===== config.mk =====
export PLATFORM = sky130hd
export DESIGN_NAME = reg_dump
export DESIGN_NICKNAME = d
export VERILOG_FILES = /design/src/rtl/reg_dump_pkg.sv /design/src/rtl/reg_dump.sv
export SDC_FILE = /design/constraint.sdc
export NUM_CORES = 1
export LEC_CHECK = 0
export ABC_AREA = 1
export BUFFER_PORTS_ARGS = -buffer_cell sky130_fd_sc_hd__buf_2
export CAP_MARGIN = 20
export CORE_ASPECT_RATIO = 0.8
export CORE_UTILIZATION = 46
export CTS_CLUSTER_SIZE = 40
export DETAILED_ROUTE_END_ITERATION = 7
export PLACE_DENSITY_LB_ADDON = 0.25
export SYNTH_ARGS = -nofsm -noshare
export SYNTH_HDL_FRONTEND = slang
export SYNTH_SLANG_ARGS = --single-unit

===== constraint.sdc =====
create_clock -name clk -period 1.6 [get_ports clk]
set_clock_uncertainty 0.1 [all_clocks]
set_input_delay 0.24 -clock clk [delete_from_list [all_inputs] [get_ports clk]]
set_output_delay 0.24 -clock clk [all_outputs]
set_load 0.01 [all_outputs]

===== src/rtl/reg_dump_pkg.sv =====
// rtl/reg_dump_pkg.sv - shared widths and FSM state encodings for reg_dump
package reg_dump_pkg;

  localparam int DEF_DATA_WIDTH = 32;
  localparam int DEF_ADDR_WIDTH = 5;

  typedef enum logic [2:0] {
    ST_IDLE  = 3'd0,
    ST_FETCH = 3'd1,
    ST_SEND0 = 3'd2,
    ST_SEND1 = 3'd3,
    ST_LOAD  = 3'd4,
    ST_DONE  = 3'd5
  } state_t;

endpackage


===== src/rtl/reg_dump.sv =====
// rtl/reg_dump.sv - bulk dump/load master for the register file (two read ports, one write port)
module reg_dump
  import reg_dump_pkg::*;
#(
  parameter int DATA_WIDTH = DEF_DATA_WIDTH,
  parameter int ADDR_WIDTH = DEF_ADDR_WIDTH,
  parameter int NUM_REGS   = 32
) (
  input  logic                  clk,
  input  logic                  resetn,
  input  logic                  start,
  input  logic                  mode,
  output logic                  busy,
  output logic                  done,
  output logic [ADDR_WIDTH-1:0] rf_raddr1,
  output logic [ADDR_WIDTH-1:0] rf_raddr2,
  input  logic [DATA_WIDTH-1:0] rf_rdata1,
  input  logic [DATA_WIDTH-1:0] rf_rdata2,
  output logic                  rf_wen,
  output logic [ADDR_WIDTH-1:0] rf_waddr,
  output logic [DATA_WIDTH-1:0] rf_wdata,
  output logic                  out_valid,
  input  logic                  out_ready,
  output logic [DATA_WIDTH-1:0] out_data,
  output logic                  out_last,
  input  logic                  in_valid,
  output logic                  in_ready,
  input  logic [DATA_WIDTH-1:0] in_data
);

  localparam int WORD_W = $clog2(NUM_REGS);
  localparam int PAIR_W = (NUM_REGS > 2) ? $clog2(NUM_REGS / 2) : 1;
  localparam logic [PAIR_W-1:0] LAST_PAIR = PAIR_W'(NUM_REGS / 2 - 1);
  localparam logic [WORD_W-1:0] LAST_WORD = WORD_W'(NUM_REGS - 1);

  state_t                state;
  state_t                state_nx;
  logic [PAIR_W-1:0]     pair;
  logic [WORD_W-1:0]     word_idx;
  logic [DATA_WIDTH-1:0] buf0;
  logic [DATA_WIDTH-1:0] buf1;

  assign rf_raddr1 = ADDR_WIDTH'({pair, 1'b0});
  assign rf_raddr2 = ADDR_WIDTH'({pair, 1'b1});

  always_ff @(posedge clk or negedge resetn) begin
    if (!resetn) state <= ST_IDLE;
    else         state <= state_nx;
  end

  always_comb begin
    state_nx = state;
    case (state)
      ST_IDLE:  if (start) state_nx = mode ? ST_LOAD : ST_FETCH;
      ST_FETCH: state_nx = ST_SEND0;
      ST_SEND0: if (out_ready) state_nx = ST_SEND1;
      ST_SEND1: if (out_ready) state_nx = (pair == LAST_PAIR) ? ST_DONE : ST_FETCH;
      ST_LOAD:  if (in_valid && (word_idx == LAST_WORD)) state_nx = ST_DONE;
      ST_DONE:  state_nx = ST_IDLE;
      default:  state_nx = ST_IDLE;
    endcase
  end

  // Stream outputs decode straight from state so an async reset clears them at once.
  always_comb begin
    busy      = (state != ST_IDLE);
    done      = (state == ST_DONE);
    out_valid = (state == ST_SEND0) || (state == ST_SEND1);
    out_last  = (state == ST_SEND1) && (pair == LAST_PAIR);
    in_ready  = (state == ST_LOAD);
    out_data  = '0;
    if (state == ST_SEND0) out_data = buf0;
    if (state == ST_SEND1) out_data = buf1;
  end

  always_ff @(posedge clk or negedge resetn) begin
    if (!resetn) begin
      pair     <= '0;
      word_idx <= '0;
      buf0     <= '0;
      buf1     <= '0;
      rf_wen   <= 1'b0;
      rf_waddr <= '0;
      rf_wdata <= '0;
    end else begin
      rf_wen <= 1'b0;
      case (state)
        ST_FETCH: begin
          buf0 <= rf_rdata1;
          buf1 <= rf_rdata2;
        end
        ST_SEND1: if (out_ready && (pair != LAST_PAIR)) pair <= pair + 1'b1;
        ST_LOAD: begin
          if (in_valid) begin
            rf_wen   <= 1'b1;
            rf_waddr <= ADDR_WIDTH'(word_idx);
            rf_wdata <= in_data;
            // Saturate on the last word; DONE clears it, so the counter never wraps.
            if (word_idx != LAST_WORD) word_idx <= word_idx + 1'b1;
          end
        end
        ST_DONE: begin
          pair     <= '0;
          word_idx <= '0;
        end
        default: ;
      endcase
    end
  end

endmodule


* After elaboration in Yosys (flattened, before gate mapping)
Cells that the tools add are included.
Word-level totals: flip-flop bits (word level) 114, bits in latches 0, bits in writable memories 0, ROM bits 0, bits of input ports 102, output and inout port bits 85, word-level logic and storage cells 54, memories 0
Cells by class: add/subtract/negate cells 2, $mul 0, divide/modulo/power cells 0, order comparisons 0, equal/unequal tests 16, shift-type cells 0, muxes and demuxes 16, bitwise logic cells 0, reduce and logical (&&, ||, !) cells 12
Operators by type and width (number):
- $mux 32 | 2
- $mux 3 | 6
- $pmux 3 s5 | 1
- $mux 5 | 2
- $pmux 5 s2 | 1
- $ne 2x2->1 const B | 4
- $pmux 4 s2 | 1
- $eq 3x2->1 const B | 2
- $eq 3x3->1 const B | 2
- $ne 2x1->1 const B | 3
- $add 5x1->5 const B | 1
- $eq 5x5->1 const B | 1
- $ne 5x5->1 const B | 1
- $add 4x1->4 const B | 1
- $eq 4x4->1 const B | 1
- $mux 4 | 1
- $ne 4x4->1 const B | 1
- $reduce_and 2->1 | 2
- $reduce_and 4->1 | 1
- $reduce_bool 2->1 | 2
- $eq 3x1->1 const B | 1
- $logic_and 1x1->1 | 3
- $logic_not 3->1 | 1
- $reduce_and 3->1 | 1
- other kinds (3) | 4

* Longest topological paths before layout
Gate-level depths: netlist of the first run.
word-level depth 4, gate-level depth with buffers 10

* Least setup slack after synthesis of the first run
No wires, ideal clock.
kind register -> register, start point register word_idx[0], end point register word_idx[4], library setup time 0.083 ns, arrival 1.328 ns, data required time 1.417 ns, path slack 0.089 ns, stages on the path, launching flop included 10, buffers on the path 0, cell sequence dfrtp_1 -> ha_1 -> nand2_1 -> nor2_1 -> ha_1 -> inv_1 -> nand2_1 -> a21oi_4 -> nand3_1 -> o21ai_0
On the way: cells in the longest elaborated chain, start to end 4, elaborated cells between the ends (all ways) 7
RTL lines:
- start: declaration | RTL line reg_dump.sv:39 | logic [WORD_W-1:0] word_idx;
- start signal: assignment | RTL line reg_dump.sv:99 | if (word_idx != LAST_WORD) word_idx <= word_idx + 1'b1;
- $add 5x1->5 | RTL line reg_dump.sv:99
- $mux 5 | RTL line reg_dump.sv:99
- $mux 5 | RTL line reg_dump.sv:94 | if (in_valid) begin
- $pmux 5 s2 | RTL line reg_dump.sv:87 | case (state)
Parallel ways exist; a longest one is shown, timed or not. The select of a mux whose other input is x is not followed. A chain may end at the register's enable or synchronous reset.

* Final worst setup path of the first run
start point register state[2], end point output out_data[1]
On the way: cells in the longest elaborated chain, start to end 3, elaborated cells between the ends (all ways) 4
RTL lines:
- start: declaration | RTL line reg_dump.sv:36 | state_t state;
- start signal: assignment | RTL line reg_dump.sv:48 | else state <= state_nx;
- $eq 3x2->1 | RTL line reg_dump.sv:72 | if (state == ST_SEND0) out_data = buf0;
- $mux 32 | RTL line reg_dump.sv:72
- $mux 32 (*) | RTL line reg_dump.sv:73 | if (state == ST_SEND1) out_data = buf1;
- end: declaration | RTL line reg_dump.sv:24 | output logic [DATA_WIDTH-1:0] out_data,
Every way passes the cells marked *; elsewhere a longest branch is shown, timed or not.

==> impl_metrics.env, run 1 <==
export IMPL_outcome="finished, violations left"
export IMPL_violations="negative setup slack"
export IMPL_start_util=0.4750
export IMPL_drive_gt1_frac=0.4727
export IMPL_final_core_util=0.8316
export IMPL_vias=5751
export IMPL_max_cap_violations=0
export IMPL_final_fill_count=626
export IMPL_hold_viol_final=0
export IMPL_drtIter0Drc=280
export IMPL_cts_htree_levels=4
export IMPL_synth_area_um2=5492
export IMPL_worst_slack_ns=-0.3998
export IMPL_syn_nets=745
export IMPL_synth_top_flop_cell="dfrtp_1"
export IMPL_antenna_found_initial=0
export IMPL_cts_tree="built"
export IMPL_wl_per_cell_um=16.77
export IMPL_worstPathArrival_ns=1.66
export IMPL_fin_hold_ws_ns=0.05109
export IMPL_cts_made_buffers=17
export IMPL_ys_ff_latch=114
export IMPL_ys_types=27
export IMPL_grt_pass1_vias=5302
export IMPL_yosysSeqAreaShare=0.5195
export IMPL_max_freq_mhz=500.0
export IMPL_clk_pin_slew_ns=0.06
export IMPL_cts_root_buf="clkbuf_16"
export IMPL_power_per_cell_area_nw_per_um2=1794
export IMPL_rsz0062_at_grt="true"
export IMPL_setup_viol=104
export IMPL_ant_nets=0
export IMPL_drc=0
export IMPL_peakVddDrop_mv=0.9181
export IMPL_grt_max_degree=53
export IMPL_dieArea_um2=12380
export IMPL_dpl_hpwl_mm=9.145
export IMPL_design_area_um2=9614
export IMPL_numPortBuffers=184
export IMPL_synth_edf_count=0
export IMPL_min_path_type="in -> reg"
export IMPL_grt_first_pass_wirelength_mm=24.51
export IMPL_place_ws_ns=-0.09024
export IMPL_fin_crit_sh=1.250
export IMPL_insertion_delay_ns=0.41
export IMPL_cp_end_kind="output pin"
export IMPL_io_pins=187
export IMPL_wl_mm=19.05
export IMPL_synth_warnings=0
export IMPL_timing_setup_tns_ns=-17.80
export IMPL_vias_per_cell=5.063
export IMPL_path_class="reg -> out"
export IMPL_ys_async_sr_fraction=1.000
export IMPL_clk_path_buf_depth=2
export IMPL_dr_pass1_iters=5
export IMPL_overflow=0
export IMPL_fin_nets=1080
export IMPL_synth_avg_cell_area_um2=8.580
export IMPL_layout_min_cycle_time_ns=2.000
export IMPL_grt_usage=0.2581
export IMPL_rows=35
export IMPL_diodes=0
export IMPL_cts_sinks=114
export IMPL_core_um2=11560
export IMPL_maxSlewViolCount=0
export IMPL_area_growth_syn_to_layout_pct=75.07
export IMPL_globalplace_congestion=0.8300
export IMPL_die_x_um=124.2
export IMPL_p_leak_uw=0.005127
export IMPL_start_kind="flip-flop"
export IMPL_placed_cell_area_um2=6594
export IMPL_required_ns=1.26
export IMPL_synthCells=640
export IMPL_crit_fanout=8
export IMPL_dieHeight_um=99.73
-- metrics by stage --
stage / total power (µW) / std cells
floorplan: 8174 / 640
global placement: 9485 / 958
detailed placement: 9698 / 958
CTS: 14880 / 1102
global route: 18090 / 1136
finish: 17250 / 1136
-- timing repair --
item                       4_1_cts  5_1_grt
setup buffers                   16       19
setup endpoints to repair       44      141
gates resized for setup         40      165
hold buffers                    95        2
hold endpoints to repair       208        2
pin swaps                        7       26
gates cloned                     1       17
-- logic make-up (layout without fill, tap and decap cells) --
family / Yosys count / count (layout) / share of synthesized area
simple gates: 324 / 324 / 0.2465
buf+inv: 117 / 465 / 0.1126
flops: 114 / 114 / 0.5195
compound gates: 78 / 78 / 0.1100
fa+ha+maj: 3 / 3 / 0.006836
other cells: 2 / 2 / 0.001368
xor+xnor: 2 / 2 / 0.003190
-- registers in the layout, summed over array words and instances, names as in the netlist --
signal / count
pair: 4
rf_wen: 1
rf_waddr: 5
state: 3
buf0: 32
rf_wdata: 32
word_idx: 5
buf1: 32
-- power breakdown --
group	switching, µW	internal [µW]
Combinational	3910	3630
Clock	1440	2940
Sequential	1130	4200
-- final cells by class --
type | instances | area (µm²) | share of cell area
Clock buffer | 17 | 425.4 | 0.04425
Sequential cell | 114 | 2854 | 0.2969
Multi-Input combinational cell | 409 | 2546 | 0.2648
Clock inverter | 15 | 255.2 | 0.02655
Timing Repair Buffer | 354 | 3037 | 0.3159
Tap cell | 148 | 185.2 | 0.01926
Inverter | 79 | 311.5 | 0.03241
-- placed cells by master (no fill, tap or decap), types with 4 or more instances in the layout --
cell / netlist / layout
nand2_4: 1 / 29
nand2_1: 255 / 180
nand4_1: 5 / 5
nand2_2: 2 / 49
inv_1: 75 / 73
nor2_1: 9 / 6
buf_8: 0 / 5
o21ai_2: 54 / 58
clkbuf_16: 0 / 29
nand3_1: 46 / 23
buf_12: 0 / 13
nand3_2: 1 / 19
nor2_4: 2 / 5
nand3_4: 1 / 6
inv_2: 3 / 4
dfrtp_1: 114 / 113
dlygate4sd3_1: 0 / 97
buf_6: 17 / 25
o21ai_1: 7 / 15
buf_4: 11 / 28
bufinv_16: 0 / 6
buf_2: 6 / 171
-- critical path: stages, from the launching register on --
cell,delay [ns]
dfrtp_2,0.49
nor2_4,0.15
buf_12,0.15
clkbuf_16,0.16
nand3_2,0.06
nand2_1,0.08
buf_2,0.13
-- cell usage after synthesis (2+ instances only) --
library cell	instances	area, µm²
buf_2	6	30.03
buf_4	11	82.58
buf_6	17	191.4
clkbuf_1	4	15.01
conb_1	2	7.510
dfrtp_1	114	2853
ha_1	3	37.54
inv_1	75	281.5
inv_2	3	11.26
nand2_1	255	957.2
nand2_2	2	12.51
nand3_1	46	230.2
nand4_1	5	31.28
nor2_1	9	33.78
nor2_4	2	22.52
o21ai_0	15	75.07
o21ai_1	7	35.03
o21ai_2	54	473.0
xor2_1	2	17.52
-- path summary, 6_finish.rpt --
| kind | start | end | slack (ns) | cells after the start |
|---|---|---|---|---|
| min in group asynchronous | resetn | rf_wdata[4] | 0.14 | 2 |
| setup / recovery | state[2] | out_data[1] | -0.40 | 6 |
| max in group asynchronous | resetn | buf0[10] | 0.72 | 3 |
| hold / removal | out_ready | pair[0] | 0.05 | 3 |
| setup reg to reg | state[2] | buf0[6] | -0.15 | 9 |
| hold reg to reg | rf_wdata[12] | rf_wdata[12] | 0.37 | 2 |
-- metal layers --
metal,global-route usage,part of all wire,vias up
met5,0,0,-
li1,-,-,2661
met1,0.2994,0.38,2759
met4,0.1108,0.033,0
met2,0.4543,0.52,266
met3,0.05734,0.061,65
Power figures use the tool's default switching activity.
==> run 2, diff against run 1 <==
--- a/config.mk
+++ b/config.mk
@@ -8,8 +8,8 @@
 export ABC_AREA = 1
 export BUFFER_PORTS_ARGS = -buffer_cell sky130_fd_sc_hd__buf_2
 export CAP_MARGIN = 20
-export CORE_ASPECT_RATIO = 0.8
 export CORE_UTILIZATION = 46
+export CTS_BUF_LIST = sky130_fd_sc_hd__clkbuf_16
 export CTS_CLUSTER_SIZE = 40
 export DETAILED_ROUTE_END_ITERATION = 7
 export PLACE_DENSITY_LB_ADDON = 0.25
==> run 2 against run 1 <==
Effect of this change: the flow finishes with violations (design-rule violations, negative setup slack); design area fell by 13%; total power down 19%; maximum frequency increased by 6.1%; count of clock-buffer cells in the layout stayed put; sequential power down 7.1%; hold slack improved by 0.0064 ns; sequential cell count unchanged; clock power shrank 22%; via count fell by 8.2%; core utilization down 10 points; critical endpoint is now out_data[6]; highest routed layer unchanged.
==> impl_metrics.env, run 2 (synthesis gave the netlist of run 1 again) <==
export IMPL_outcome="finished, violations left"
export IMPL_violations="design-rule violations, negative setup slack"
export IMPL_wl_met2_mm=7.658
export IMPL_dpl_hpwl_mm=8.754
export IMPL_globalplace_congestion=0.8029
export IMPL_start_util=0.4769
export IMPL_vias=5279
export IMPL_crit_fanout=26
export IMPL_max_cap_violations=0
export IMPL_insertion_delay_ns=0.41
export IMPL_wl_mm=15.15
export IMPL_cts_tree="built"
export IMPL_placed_cells=951
export IMPL_drtIter0Drc=437
export IMPL_diodes=0
export IMPL_cts_htree_levels=4
export IMPL_timing_setup_tns_ns=-12.51
export IMPL_p_leak_uw=0.004694
export IMPL_drive_gt1_frac=0.3484
export IMPL_power_per_cell_area_nw_per_um2=1664
export IMPL_critPathSlowestCell="dfrtp_2"
export IMPL_cts_root_buf="clkbuf_16"
export IMPL_rrSetupSlack_ns=-0.13
export IMPL_start_kind="flip-flop"
export IMPL_antenna_found_initial=0
export IMPL_cts_made_buffers=17
export IMPL_min_path_type="in -> reg"
export IMPL_overflow=0
export IMPL_grt_pass1_vias=5336
export IMPL_setup_viol=78
export IMPL_ant_nets=0
export IMPL_hold_path_cell_count=3
export IMPL_grt_first_pass_wirelength_mm=24.45
export IMPL_highest_layer="met4"
export IMPL_drc=32
export IMPL_numPortBuffers=184
export IMPL_peakVddDrop_mv=0.8924
export IMPL_path_class="reg -> out"
export IMPL_r2r_worst_path_cells=10
export IMPL_max_freq_mhz=530.4
export IMPL_worstPathArrival_ns=1.55
export IMPL_final_cell_mix="nand2_1, buf_2, dfrtp_1"
export IMPL_grt_usage=0.2500
export IMPL_vias_per_cell=4.830
export IMPL_dr_wl_met3_um=970
export IMPL_wl_per_cell_um=13.86
export IMPL_final_common_cell="nand2_1"
export IMPL_critPathTopFamily="flip-flops"
export IMPL_fin_hold_ws_ns=0.05749
export IMPL_clk_pin_slew_ns=0.05
export IMPL_worst_slack_ns=-0.2855
export IMPL_hold_viol_final=0
export IMPL_wl_met1_mm=6.120
export IMPL_fin_cells=1093
export IMPL_clk_path_buf_depth=2
export IMPL_top_regs="buf0: 32 flops, buf1: 32 flops, rf_wdata: 32 flops"
export IMPL_area_growth_syn_to_layout_pct=52.79
export IMPL_crit_buf_inv=2
export IMPL_die_x_um=111.3
export IMPL_core_um2=11520
export IMPL_maxSlewViolCount=0
export IMPL_dr_pass1_iters=8
export IMPL_cts_sinks=114
export IMPL_cp_num_cells=5
export IMPL_rows=39
export IMPL_fin_nets=1045
export IMPL_fin_crit_sh=1.178
export IMPL_cp_cell_sequence="nor2_4, buf_12, nand3_1, nand2_1, buf_2"
export IMPL_cp_end_kind="output pin"
export IMPL_dieArea_um2=12380
export IMPL_io_pins=187
export IMPL_layout_min_cycle_time_ns=1.886
export IMPL_dieHeight_um=111.3
export IMPL_slowest_delay_ns=0.47
export IMPL_rsz0062_at_grt="true"
export IMPL_power_uw=13970
export IMPL_required_ns=1.26
export IMPL_grt_max_degree=48
-- run 2: cell count changes in the layout (fill, tap and decap cells not counted), moves of 6 or more --
cell | previous run | this run
clkbuf_16 | 29 | 19
nand2_2 | 49 | 5
nand3_1 | 23 | 42
buf_6 | 25 | 9
buf_2 | 171 | 177
o21ai_0 | 3 | 10
nand3_2 | 19 | 3
nand2_4 | 29 | 1
nand2_1 | 180 | 251
-- run 2: final timing paths --
path	startpoint	to
max in group asynchronous	resetn	buf0[20]
min in group asynchronous	resetn	buf1[0]
hold / removal	out_ready	pair[0]
setup reg to reg	state[2]	rf_wdata[3]
hold reg to reg	rf_wdata[14]	rf_wdata[14]
setup / recovery	state[2]	out_data[6]
-- run 2: through the flow --
stage / worst slack [ns] / util / instance area, µm²
detailed placement: -0.03030 / 0.5707 / 6573
global route: -0.3634 / 0.7286 / 8391
global placement: 0.03896 / 0.5707 / 6573
finish: -0.2855 / 0.7286 / 8391
CTS: -0.2776 / 0.7140 / 8223
floorplan: 0.08918 / - / 5492
-- run 2: report_power, final --
part | leakage [µW] | switching (µW) | internal (µW)
Clock | 0.000276 | 1220 | 2210
Sequential | 0.00143 | 742 | 4200
Combinational | 0.00299 | 3140 | 2450
Total | 0.00469 | 5100 | 8870
-- run 2: layer usage --
metal | vias up | global-route usage
met5 | - | 0
met2 | 196 | 0.4317
met3 | 38 | 0.05905
met4 | 0 | 0.1162
li1 | 2570 | -
met1 | 2475 | 0.2938
-- run 2: cell type report --
| cell class | instances | area [µm²] |
|---|---|---|
| inverter | 79 | 314.1 |
| timing repair buffer | 319 | 2396 |
| sequential | 114 | 2855 |
| tap | 143 | 178.9 |
| fill | 834 | 3126 |
| multi-input combinational | 409 | 2117 |
| clock inverter | 12 | 103.9 |
| clock buffer | 17 | 425.4 |
-- run 2: repair_timing --
item | 4_1_cts | 5_1_grt
gates cloned | 0 | 3
setup endpoints to repair | 41 | 98
hold buffers | 97 | 0
pin swaps | 5 | 10
buffers inserted | 7 | 6
resized for setup | 25 | 21
endpoints found under the hold margin | 121 | 0
-- run 2: worst reg2reg max path: cells and delay by family (launching register included) --
kind	cells	cell delay (ns)
buffers and inverters	5	0.63
DFF	1	0.46
and+or+nand+nor	5	0.42
==> run 3, diff against run 2 <==
--- a/config.mk
+++ b/config.mk
@@ -8,7 +8,7 @@
 export ABC_AREA = 1
 export BUFFER_PORTS_ARGS = -buffer_cell sky130_fd_sc_hd__buf_2
 export CAP_MARGIN = 20
-export CORE_UTILIZATION = 46
+export CORE_UTILIZATION = 51
 export CTS_BUF_LIST = sky130_fd_sc_hd__clkbuf_16
 export CTS_CLUSTER_SIZE = 40
 export DETAILED_ROUTE_END_ITERATION = 7
==> constraint.sdc (replaced) <==
create_clock -name clk -period 2.15 [get_ports clk]
set_clock_uncertainty 0.1 [all_clocks]
set_input_delay 0.3225 -clock clk [delete_from_list [all_inputs] [get_ports clk]]
set_output_delay 0.3225 -clock clk [all_outputs]
set_load 0.01 [all_outputs]
==> run 3 against run 2 <==
Effect of this change: the flow now finishes without violations; total power is 32% lower; sequential power decreased by 25%; critical path depth unchanged; die area down 9.6%; register-to-register slack improved by 0.53 ns; via count down 12%; critical endpoint is now out_data[9]; largest power group is now registers; highest routed layer is now met5.
==> impl_metrics.env, run 3 (synthesis gave the netlist of run 1 again) <==
export IMPL_outcome="completed"
export IMPL_area_growth_syn_to_layout_pct=28.21
export IMPL_critPathSlowestCell="dfrtp_4"
export IMPL_setup_viol=0
export IMPL_required_ns=1.73
export IMPL_worstMarginPinSlew_ns=0.5279
export IMPL_crit_fanout=26
export IMPL_fin_nets=928
export IMPL_crit_buf_inv=2
export IMPL_ant_nets=0
export IMPL_start_kind="flip-flop"
export IMPL_dpl_hpwl_mm=8.737
export IMPL_path_class="reg -> out"
export IMPL_grt_pass1_vias=4587
export IMPL_grt_usage=0.2402
export IMPL_fin_crit_sh=0.9610
export IMPL_timing_rr_start="state[2]"
export IMPL_overflow=0
export IMPL_min_delay_start="in_data[2]"
export IMPL_p_leak_uw=0.004121
export IMPL_dieHeight_um=105.8
export IMPL_numPortBuffers=184
export IMPL_slew_headroom=0.6480
export IMPL_cts_root_buf="clkbuf_16"
export IMPL_insertion_delay_ns=0.40
export IMPL_top_regs="buf0: 32 flops, buf1: 32 flops, rf_wdata: 32 flops"
export IMPL_antenna_found_initial=1
export IMPL_r2r_end="buf1[16]"
export IMPL_cp_cell_sequence="nor2_4, buf_12, nand3_1, nand2_1, buf_2"
export IMPL_rsz0062_at_grt="true"
export IMPL_dieArea_um2=11190
export IMPL_core_um2=10370
export IMPL_layout_min_cycle_time_ns=2.066
export IMPL_cp_end_kind="output pin"
export IMPL_grt_first_pass_wirelength_mm=21.09
export IMPL_hold_path_endpoint="rf_wdata[2]"
export IMPL_cts_htree_levels=4
export IMPL_cts_made_buffers=17
export IMPL_drive_gt1_frac=0.3557
export IMPL_drc=0
export IMPL_power_per_cell_area_nw_per_um2=1355
export IMPL_final_cell_mix="nand2_1, buf_2, dfrtp_1"
export IMPL_start_util=0.5296
export IMPL_hold_viol_final=0
export IMPL_wl_per_cell_um=12.99
export IMPL_rows=37
export IMPL_hold_path_cell_count=3
export IMPL_final_common_cell="nand2_1"
export IMPL_io_pins=187
export IMPL_r2r_worst_path_cells=5
export IMPL_clk_pin_slew_ns=0.05
export IMPL_worstPathArrival_ns=1.64
export IMPL_rrSetupSlack_ns=0.40
export IMPL_vias_per_cell=4.797
export IMPL_clk_path_buf_depth=2
export IMPL_cts_sinks=114
export IMPL_place_ws_ns=0.2875
export IMPL_max_cap_violations=0
export IMPL_maxSlewViolCount=0
export IMPL_diodes=0
export IMPL_vias=4658
export IMPL_die_x_um=105.8
export IMPL_timing_setup_tns_ns=0
export IMPL_dr_pass1_iters=4
export IMPL_drtIter0Drc=234
export IMPL_peakVddDrop_mv=0.5981
export IMPL_slowest_delay_ns=0.57
export IMPL_max_freq_mhz=484.0
export IMPL_globalplace_congestion=0.8349
export IMPL_min_path_type="in -> reg"
export IMPL_wl_mm=12.62
export IMPL_critPathTopFamily="flip-flops"
export IMPL_worst_slack_ns=0.08395
export IMPL_cts_tree="built"
export IMPL_grt_max_degree=41
run 3: changes by cell type in the layout (fill, tap and decap cells not counted), sizes merged:
| cell | delta |
|---|---|
| inv | -2 |
| nor2 | +2 |
| bufinv | -1 |
| clkinv | +1 |
| clkinvlp | +4 |
| clkbuf | -2 |
| buf | -21 |
| dlygate4sd3 | -96 |
run 3: per-layer routing:
layer | wire length, µm | GRT usage | up-vias
met5 | 13 | 0 | -
met3 | 755 | 0.06494 | 12
met2 | 6311 | 0.4038 | 132
met1 | 5416 | 0.2950 | 2180
met4 | 117 | 0.09127 | 2
li1 | - | - | 2332
run 3: cell type report:
class	count	area [µm²]
inverter	79	299.0
fill	886	3329
timing repair buffer	200	1137
clock buffer	17	425.4
multi-input combinational	411	2051
clock inverter	14	100.1
sequential	114	2858
tap	136	170.2
run 3: stage by stage:
| stage | instances | total power [µW] | hold slack [ns] | area, µm² | util |
|---|---|---|---|---|---|
| floorplan | 640 | 6083 | -0.07309 | 5492 | - |
| global placement | 935 | 6881 | 0.2336 | 6434 | 0.6204 |
| detailed placement | 935 | 7036 | 0.2335 | 6434 | 0.6204 |
| CTS | 970 | 9610 | 0.001309 | 7014 | 0.6764 |
| global route | 971 | 10240 | 0.01742 | 7041 | 0.6789 |
| finish | 971 | 9538 | 0.01515 | 7041 | 0.6789 |
run 3: where the power goes:
group | internal [µW] | leakage, µW | switching (µW)
clock | 1550 | 0.000254 | 940
sequential | 3130 | 0.00143 | 593
combinational | 1310 | 0.00244 | 2020
total | 5990 | 0.00412 | 3550
run 3: what timing repair did:
action	CTS	global route
hold buffers	1	0
endpoints found under the hold margin	36	0
setup endpoints to repair	32	17
gates resized for setup	3	4
buffers inserted	2	0
gates cloned	1	1
pin swaps	2	1
run 3: worst register-to-register path: stages (launching register included):
cell,delay [ns]
dfrtp_4,0.57
inv_2,0.16
nand3_4,0.32
buf_12,0.32
nand2_1,0.11
o21ai_2,0.06
run 3: how the worst max path moves through the flow:
stage	cells after the start	to	startpoint	slack (ns)
2_1_floorplan	4	out_data[10]	state[0]	0.61
3_3_place_gp	5	out_data[29]	state[0]	0.33
3_5_place_dp	5	out_data[4]	state[0]	0.29
4_1_cts	5	out_data[4]	state[0]	0.02
5_1_grt	5	out_data[20]	state[2]	0.002
6_report	5	out_data[9]	state[2]	0.08
